File: config.mk
export PLATFORM = sky130hd
export DESIGN_NAME = bootram_ctrl
export DESIGN_NICKNAME = d
export VERILOG_FILES = /design/src/rtl/bootram_pkg.sv /design/src/rtl/bootram_loader.sv /design/src/rtl/bootram_ctrl.sv
export SDC_FILE = /design/constraint.sdc
export NUM_CORES = 1
export LEC_CHECK = 0
export BUFFER_PORTS_ARGS = -buffer_cell sky130_fd_sc_hd__buf_2
export CORE_UTILIZATION = 48
export DETAILED_ROUTE_END_ITERATION = 7
export GPL_TIMING_DRIVEN = 0
export PLACE_DENSITY_LB_ADDON = 0.3
export SYNTH_ARGS = -nofsm -noshare
export SYNTH_HDL_FRONTEND = slang
export SYNTH_HIERARCHICAL = 1
export SYNTH_SLANG_ARGS = --single-unit
export TNS_END_PERCENT = 10
File: constraint.sdc
create_clock -name clk -period 3.1 [get_ports clk]
set_clock_uncertainty 0.2 [all_clocks]
set_input_delay 0.465 -clock clk [delete_from_list [all_inputs] [get_ports clk]]
set_output_delay 0.465 -clock clk [all_outputs]
set_load 0.005 [all_outputs]
File: src/rtl/bootram_pkg.sv
// Shared definitions for the boot RAM controller.
//   ADDR_W     : word-address width of each byte-lane RAM (2K x 8 lanes)
//   BYTE_LANES : number of byte lanes forming one bus word
//   CNT_W      : loader byte-counter width (word address + lane select)
//   state_e    : controller FSM states
package bootram_pkg;

    localparam int ADDR_W     = 11;
    localparam int BYTE_LANES = 4;
    localparam int CNT_W      = ADDR_W + 2;

    typedef enum logic [2:0] {
        ST_IDLE    = 3'd0,
        ST_ACCESS  = 3'd1,
        ST_CAPTURE = 3'd2,
        ST_RESP    = 3'd3,
        ST_PROG    = 3'd4
    } state_e;

endpackage

File: src/rtl/bootram_loader.sv
// Byte loader bookkeeping: byte counter, sticky wrap flag and the
// prog_valid/prog_ready handshake. The parent turns an accepted byte into a
// registered single-lane RAM write.
//   clk, resetn    : clock, synchronous active-low reset
//   active_i       : parent FSM is in its programming state
//   busy_i         : a loader byte write is in flight this cycle
//   prog_en_i      : loader ownership level
//   prog_start_i   : clears counter and wrap flag
//   prog_valid_i   : byte offered
//   prog_ready_o   : byte can be taken this cycle
//   accept_o       : byte taken this cycle
//   byte_addr_o    : byte address the accepted byte is written to
//   prog_wrap_o    : counter has wrapped past the top address
module bootram_loader
    import bootram_pkg::*;
#(
    parameter int ADDR_W = bootram_pkg::ADDR_W
) (
    input  logic              clk,
    input  logic              resetn,
    input  logic              active_i,
    input  logic              busy_i,
    input  logic              prog_en_i,
    input  logic              prog_start_i,
    input  logic              prog_valid_i,
    output logic              prog_ready_o,
    output logic              accept_o,
    output logic [ADDR_W+1:0] byte_addr_o,
    output logic              prog_wrap_o
);

    logic [ADDR_W+1:0] cnt_q, cnt_d;
    logic              wrap_q, wrap_d;

    assign prog_ready_o = active_i & prog_en_i & ~busy_i;
    assign accept_o     = prog_ready_o & prog_valid_i;
    // A start pulse coincident with a byte redirects that byte to address 0.
    assign byte_addr_o  = prog_start_i ? '0 : cnt_q;
    assign prog_wrap_o  = wrap_q;

    always_comb begin
        cnt_d  = cnt_q;
        wrap_d = wrap_q;
        if (prog_start_i) begin
            cnt_d  = '0;
            wrap_d = 1'b0;
        end
        if (accept_o) begin
            cnt_d = byte_addr_o + 1'b1;
            if (byte_addr_o == '1) begin
                wrap_d = 1'b1;
            end
        end
    end

    always_ff @(posedge clk) begin
        if (!resetn) begin
            cnt_q  <= '0;
            wrap_q <= 1'b0;
        end else begin
            cnt_q  <= cnt_d;
            wrap_q <= wrap_d;
        end
    end

endmodule

File: src/rtl/bootram_ctrl.sv
// Boot RAM controller: bridges a native CPU bus and a byte loader onto a set
// of external byte-lane RAMs (1-cycle read latency). All RAM-side outputs are
// registered.
//   clk, resetn              : clock, synchronous active-low reset
//   mem_valid/addr/wdata/wstrb: CPU request (wstrb == 0 means read)
//   mem_ready, mem_rdata     : one-cycle completion pulse and read data
//   prog_en/start/valid/data : loader control and byte stream
//   prog_ready, prog_wrap    : loader handshake and sticky wrap flag
//   ram_ad/ce/oce/wre/din    : shared lane RAM controls
//   ram_dout                 : lane RAM read data
//
// state   | meaning
// IDLE    | waiting; prog_en wins over mem_valid
// ACCESS  | RAM clocked with the bus request
// CAPTURE | read data from RAM registered into mem_rdata
// RESP    | mem_ready pulse
// PROG    | loader owns the RAMs
module bootram_ctrl
    import bootram_pkg::*;
#(
    parameter int ADDR_W     = bootram_pkg::ADDR_W,
    parameter int BYTE_LANES = bootram_pkg::BYTE_LANES
) (
    input  logic                    clk,
    input  logic                    resetn,
    input  logic                    mem_valid,
    input  logic [31:0]             mem_addr,
    input  logic [31:0]             mem_wdata,
    input  logic [3:0]              mem_wstrb,
    output logic                    mem_ready,
    output logic [31:0]             mem_rdata,
    input  logic                    prog_en,
    input  logic                    prog_start,
    input  logic                    prog_valid,
    output logic                    prog_ready,
    input  logic [7:0]              prog_data,
    output logic                    prog_wrap,
    output logic [ADDR_W-1:0]       ram_ad,
    output logic                    ram_ce,
    output logic                    ram_oce,
    output logic [BYTE_LANES-1:0]   ram_wre,
    output logic [8*BYTE_LANES-1:0] ram_din,
    input  logic [8*BYTE_LANES-1:0] ram_dout
);

    state_e                  state_q, state_d;
    logic [ADDR_W-1:0]       ram_ad_q, ram_ad_d;
    logic                    ram_ce_q, ram_ce_d;
    logic [BYTE_LANES-1:0]   ram_wre_q, ram_wre_d;
    logic [8*BYTE_LANES-1:0] ram_din_q, ram_din_d;
    logic [31:0]             rdata_q, rdata_d;

    logic                    ld_accept;
    logic [ADDR_W+1:0]       ld_byte_addr;
    logic                    unused_addr;

    assign unused_addr = ^{mem_addr[31:ADDR_W+2], mem_addr[1:0]};

    bootram_loader #(.ADDR_W(ADDR_W)) u_loader (
        .clk          (clk),
        .resetn       (resetn),
        .active_i     (state_q == ST_PROG),
        .busy_i       (ram_ce_q),
        .prog_en_i    (prog_en),
        .prog_start_i (prog_start),
        .prog_valid_i (prog_valid),
        .prog_ready_o (prog_ready),
        .accept_o     (ld_accept),
        .byte_addr_o  (ld_byte_addr),
        .prog_wrap_o  (prog_wrap)
    );

    always_comb begin
        state_d   = state_q;
        ram_ad_d  = ram_ad_q;
        ram_ce_d  = 1'b0;
        ram_wre_d = '0;
        ram_din_d = ram_din_q;
        rdata_d   = rdata_q;
        case (state_q)
            ST_IDLE: begin
                if (prog_en) begin
                    state_d = ST_PROG;
                end else if (mem_valid) begin
                    state_d   = ST_ACCESS;
                    ram_ad_d  = mem_addr[ADDR_W+1:2];
                    ram_ce_d  = 1'b1;
                    ram_wre_d = mem_wstrb;
                    ram_din_d = mem_wdata;
                end
            end
            // Direction comes from the registered strobes, so the bus is not
            // resampled once the request has been taken.
            ST_ACCESS:  state_d = (ram_wre_q != '0) ? ST_RESP : ST_CAPTURE;
            ST_CAPTURE: begin
                rdata_d = ram_dout;
                state_d = ST_RESP;
            end
            ST_RESP:    state_d = ST_IDLE;
            ST_PROG: begin
                if (ld_accept) begin
                    ram_ad_d  = ld_byte_addr[ADDR_W+1:2];
                    ram_ce_d  = 1'b1;
                    ram_wre_d = BYTE_LANES'(1) << ld_byte_addr[1:0];
                    ram_din_d = {BYTE_LANES{prog_data}};
                end else if (!prog_en && !ram_ce_q) begin
                    // Leave only after any in-flight byte write has landed.
                    state_d = ST_IDLE;
                end
            end
            default:    state_d = ST_IDLE;
        endcase
    end

    always_ff @(posedge clk) begin
        if (!resetn) begin
            state_q   <= ST_IDLE;
            ram_ad_q  <= '0;
            ram_ce_q  <= 1'b0;
            ram_wre_q <= '0;
            ram_din_q <= '0;
            rdata_q   <= '0;
        end else begin
            state_q   <= state_d;
            ram_ad_q  <= ram_ad_d;
            ram_ce_q  <= ram_ce_d;
            ram_wre_q <= ram_wre_d;
            ram_din_q <= ram_din_d;
            rdata_q   <= rdata_d;
        end
    end

    assign mem_ready = (state_q == ST_RESP);
    assign mem_rdata = rdata_q;
    assign ram_ad    = ram_ad_q;
    assign ram_ce    = ram_ce_q;
    assign ram_oce   = 1'b1;
    assign ram_wre   = ram_wre_q;
    assign ram_din   = ram_din_q;

endmodule

### Word level (Yosys, flattened, before mapping)

Cells that the tools add are included.

* bits of input ports: 114
* register bits: 97
* logic and storage cells: 60
* output and inout port bits: 84

* multiplexer cells: 27
* shift-type cells: 1
* $add $sub $neg: 1
* equal/unequal tests: 11
* reductions and logical operators: 8
* bitwise logic cells: 4

Operator list (count)
* 32-bit two-way mux: 3
* 32-bit case mux with 2 select lines: 1
* 11-bit two-way mux: 3
* 13-bit two-way mux: 2
* 11-bit case mux with 2 select lines: 1
* 13-bit by 1-bit adder with 13-bit output (second input constant): 1
* 13-bit == test (second input constant): 1
* 3-bit two-way mux: 4
* 4-bit two-way mux: 3
* 3-bit case mux with 4 select lines: 1
* 2-bit != test (second input constant): 5
* 4-bit case mux with 2 select lines: 1
* 1-bit two-way mux: 7
* 3-bit by 2-bit == test with 1-bit output (second input constant): 2
* 4-bit AND reduction: 1
* 4-bit nonzero test: 1
* 1-bit by 2-bit << shifter with 4-bit output (first input constant): 1
* 1-bit bitwise AND: 3
* 3-bit by 1-bit == test with 1-bit output (second input constant): 1
* 3-bit == test (second input constant): 1
* 3-bit logical NOT: 1
* 3-bit != test (second input constant): 1
* 3-bit AND reduction: 1
* 1-bit logical NOT: 2
* 4 further kinds: 4

### Logic depth before layout (Yosys ltp)

* depth after elaboration: 6
* mapped depth: 9
* mapped depth without buffers: 6

### Modules after synthesis

The synthesis kept the hierarchy.

Modules (own cells, without submodules)
* bootram_ctrl: cells each 416, seq. area each 1661.6 µm², area each 3718.6 µm², times used 1
* bootram_loader: cells each 91, seq. area each 280.3 µm², area each 783.3 µm², times used 1

### Worst setup path after synthesis

OpenSTA, ideal clock, no wires.

* path kind: reg2reg
* from: register state_q[0]
* to: register u_loader.cnt_q[12]
* data required time: 2.829 ns
* arrival time: 2.294 ns
* buffers on the path: 2
* clock period less this slack: 2.564 ns
* stages on the path, launching flop included: 8
* setup time: 0.071 ns
* slack: 0.536 ns
* cell sequence: dfxtp_1 clkbuf_2 buf_2 nor3b_1 nand4b_4 or4_4 or3_1 a21oi_1

* word-level cells in the longest chain between the ends: 5

RTL lines
* start: declaration: RTL line bootram_ctrl.sv:46 `state_e state_q, state_d;`
* start signal: assignment: RTL line bootram_ctrl.sv:124 `state_q <= state_d;`
* 3-bit == test: RTL line bootram_ctrl.sv:62 `.active_i (state_q == ST_PROG),`
* 1-bit bitwise AND (2 in series): RTL line bootram_loader.sv:35 `assign prog_ready_o = active_i & prog_en_i & ~busy_i;`
* 1-bit bitwise AND: RTL line bootram_loader.sv:36 `assign accept_o = prog_ready_o & prog_valid_i;`
* 13-bit two-way mux: RTL line bootram_loader.sv:48 `if (accept_o) begin`
* end signal: assignment: RTL line bootram_loader.sv:61 `cnt_q <= cnt_d;`
* end: declaration: RTL line bootram_loader.sv:32 `logic [ADDR_W+1:0] cnt_q, cnt_d;`

No other way between the ends.
A chain may end at the register's enable or synchronous reset.

### Worst setup path in the final report

* from: register state_q[1]
* to: register ram_din_q[9], in the netlist ram_din[9]

* word-level cells in the longest chain between the ends: 6
* elaborated cells on any way between the ends: 11
* those cells by class: eq/ne (4); mux (1); bitwise (3); reduce/logical (3)

RTL lines
* 3-bit == test: RTL line bootram_ctrl.sv:62
* 1-bit bitwise AND (2 in series): RTL line bootram_loader.sv:35
* 1-bit bitwise AND: RTL line bootram_loader.sv:36
* via ld_accept: RTL line bootram_ctrl.sv:53 `logic ld_accept;`
* 2-bit != test (no line)
* 4-bit AND reduction (no line)
* end signal: assignment: RTL line bootram_ctrl.sv:128 `ram_din_q <= ram_din_d;`
* end: declaration: RTL line bootram_ctrl.sv:50 `logic [8*BYTE_LANES-1:0] ram_din_q, ram_din_d;`

The timed path passes the listed nets, and every way through them passes these cells.

==> metrics.cfg <==
[outcome]
status=completed

[cells_and_area]
drive_gt1_share_pct=33.8
multi_input_area_um2=2360
seq_area_um2=1940
nNetsFinal=808
syn_to_final_growth_pct=27.3
diodes=0
nFillCells=771

[global_routing]
grt_max_degree=19
grt_pass1_vias=3987
grt_pass1_wl_um=19000
grtUsageTotal_pct=24.6
antenna_found_initial=0
grt-ovfl-total=0

[die]
die_height_um=98.8
initial_utilization_pct=50.6
dieArea_um2=9770
ios=198
core_um2=8890
die_w_um=98.8
rows=34

[clock_network]
cts_tree=yes
cts_setup_buffers=0
cts-root-buf=clkbuf_8
clock-sinks=97
clkSlewWorstSetupHoldPaths_ns=0.10
numCtsBuffers=9
htreeDepth=3
cts_buffer_depth=2
worstSkewPairLatency_ns=0.37

[yosys]
yosysMostFrequentCell=nand2_1
synth_area_leader_cell=dfxtp_1
yosys.area_share.xor_xnor_pct=1.56
netlist_area_um2=4500
netlist.area_leader.share_pct=43.1
synth_top_family_by_area=simple AND/OR/NAND/NOR gates
ys.flop_type=dfxtp_1
async_flop_share_pct=0
synth.area.top_cells=dfxtp_1 43%, nand2_1 9.8%, mux2i_1 9.6%
yosysUniqueCellTypes=46
synth_mux_area_share_pct=9.56
synth_common_cells=118 x nand2_1, 97 x dfxtp_1, 45 x nor2b_1
ys_ff_latch=97
yosysSeqAreaShare_pct=43.1
syn-num-nets=622
synth_edf_count=0
synthCells=507
synth_compound_area_share_pct=14.8
syn_area_per_cell_um2=8.88
yosys.area_share.simple_pct=25.8
synth_warnings=6
synthAdderAreaFrac_pct=0.278

[drt]
ant_nets=0
vias=4191
drt-pass1-iter-count=4
dr_wl_met3_um=628
wl_met1_um=5090
vias_per_cell=5.20
top_layer=met4
wl_um=12000
wl_per_cell_um=14.8
drc=0
dr.first_iter.drc_count=106
wl_met2_um=5930

[sta]
max_freq_mhz=363
hold_viol_final=0
whs_ns=0.0864
slew_headroom_pct=36.7
fin_crit_ns=2.75
fin_ws_ns=0.348
finalSetupViolations=0
tightest_slew_ns=0.937
rsz0062_at_grt=false
period_share_pct=88.8
fin_tns_setup_ns=0
drv_slew=0

[critical_path]
start_kind=flop
crit_arrival_ns=2.84
critPathBufInv=3
path_cells=clkbuf_1 > nor3b_4 > nand4b_4 > inv_1 > nand2_1 > a21oi_4 > buf_6 > mux2i_1
slowest_stage=dfxtp_1
critPathMaxFanout=10
slowest_delay_ns=0.42
critPathRequiredTime_ns=3.19
critPathTopFamily=buffers and inverters
worst_setup_path_end_kind=flop
crit_type=flop to flop

[power]
max-vdd-ir-drop_v=0.000306
sequentialPowerShare_pct=50.7
power.net_switching_mw=0.735
power_mw=2.64
p_sw_share_pct=27.8
power_frac_comb_pct=16.5
power.share.clock_pct=32.8
p_leak_nw=2.59
p_int_mw=1.91
powerDensity_nw_per_um2=461

[placed_design]
pre_cts_ws_ns=0.0746
place.gp.congestion=0.873
dp_hpwl_um=9270
port_buffers=175

[flow_run]
drv_cap=0

[min_path]
worstHoldPathType=input pin to flop

-- cells in the final DEF, fill, tap and decap left out, types with 8 or more instances in the layout --
cell type and n:
buf_2 187, nand2_1 118, dfxtp_1 97, nor2b_1 45, mux2i_1 43, o21ai_0 37, a21boi_0 27, clkbuf_1 20
o221a_2 11, nor2_1 10, clkbuf_8 9, a21oi_1 8
-- cell families after synthesis --
group / after synthesis
and+or+nand+nor: 217
other: 1
AOI/OAI and AO/OA: 96
DFF: 97
buffers and inverters: 44
adders and majority gates: 1
muxes: 43
xor gates and xnor gates: 8
-- layer usage --
layer	track usage, %	vias to the layer above
li1	-	2100
met1	29.7	1928
met2	43.1	135
met3	4.47	28
met4	10.1	0
met5	0	-
-- final timing paths --
path | startpoint | end | slack [ns] | cells after the start
setup / recovery | state_q[1]$_SDFFE_PN0P_ | ram_din[9]$_SDFFE_PN0P_ | 0.35 | 8
hold / removal | mem_wstrb[3] | ram_wre[3]$_SDFF_PN0_ | 0.09 | 2
setup reg to reg | state_q[1]$_SDFFE_PN0P_ | ram_din[9]$_SDFFE_PN0P_ | 0.35 | 8
hold reg to reg | mem_rdata[9]$_SDFFE_PN0N_ | mem_rdata[9]$_SDFFE_PN0N_ | 0.26 | 2
-- power by group through the flow --
stage | combinational (mW) | clock [mW] | sequential, mW
6_report | 0.436 | 0.866 | 1.34
4_1_cts | 0.434 | 0.889 | 1.34
3_5_place_dp | 0.432 | 0 | 1.37
5_1_grt | 0.481 | 0.934 | 1.35
2_1_floorplan | 0.247 | 0 | 1.37
3_3_place_gp | 0.424 | 0 | 1.37
-- per-stage QoR --
stage | area (um2) | instances | util [%]
floorplan | 4500 | 507 | -
global placement | 5510 | 790 | 62.0
detailed placement | 5510 | 790 | 62.0
CTS | 5720 | 806 | 64.3
global route | 5730 | 806 | 64.5
finish | 5730 | 806 | 64.5
-- worst register-to-register path, stage by stage, from the launching register on --
cell and delay, ns:
dfxtp_1 0.42, clkbuf_1 0.27, nor3b_4 0.36, nand4b_4 0.22
inv_1 0.31, nand2_1 0.16, a21oi_4 0.30, buf_6 0.22
mux2i_1 0.23
-- flip-flops by register name, indices dropped and copies added, names as in the netlist --
name and count:
ram_ad 11, ram_ce 1, ram_din 32, mem_rdata 32, state_q 3, u_loader/prog_wrap_o 1, ram_wre 4, u_loader/cnt_q 13
-- what timing repair did --
| action | CTS | global route |
|---|---|---|
| hold buffers | 0 | 0 |
| resized for setup | 0 | 2 |
| setup endpoints to repair | 0 | 44 |
-- final cells by class --
cell class              count  share of cell area [%]
clock buffers               9                    2.16
clock inverters             7                    1.46
multi-input cells         366                    41.1
plain buffers              38                    3.36
inverters                   6                   0.393
repair buffers            175                    15.3
flip-flops and latches     97                    33.9
well taps                 108                    2.36
(Power assumes the default switching activity.)
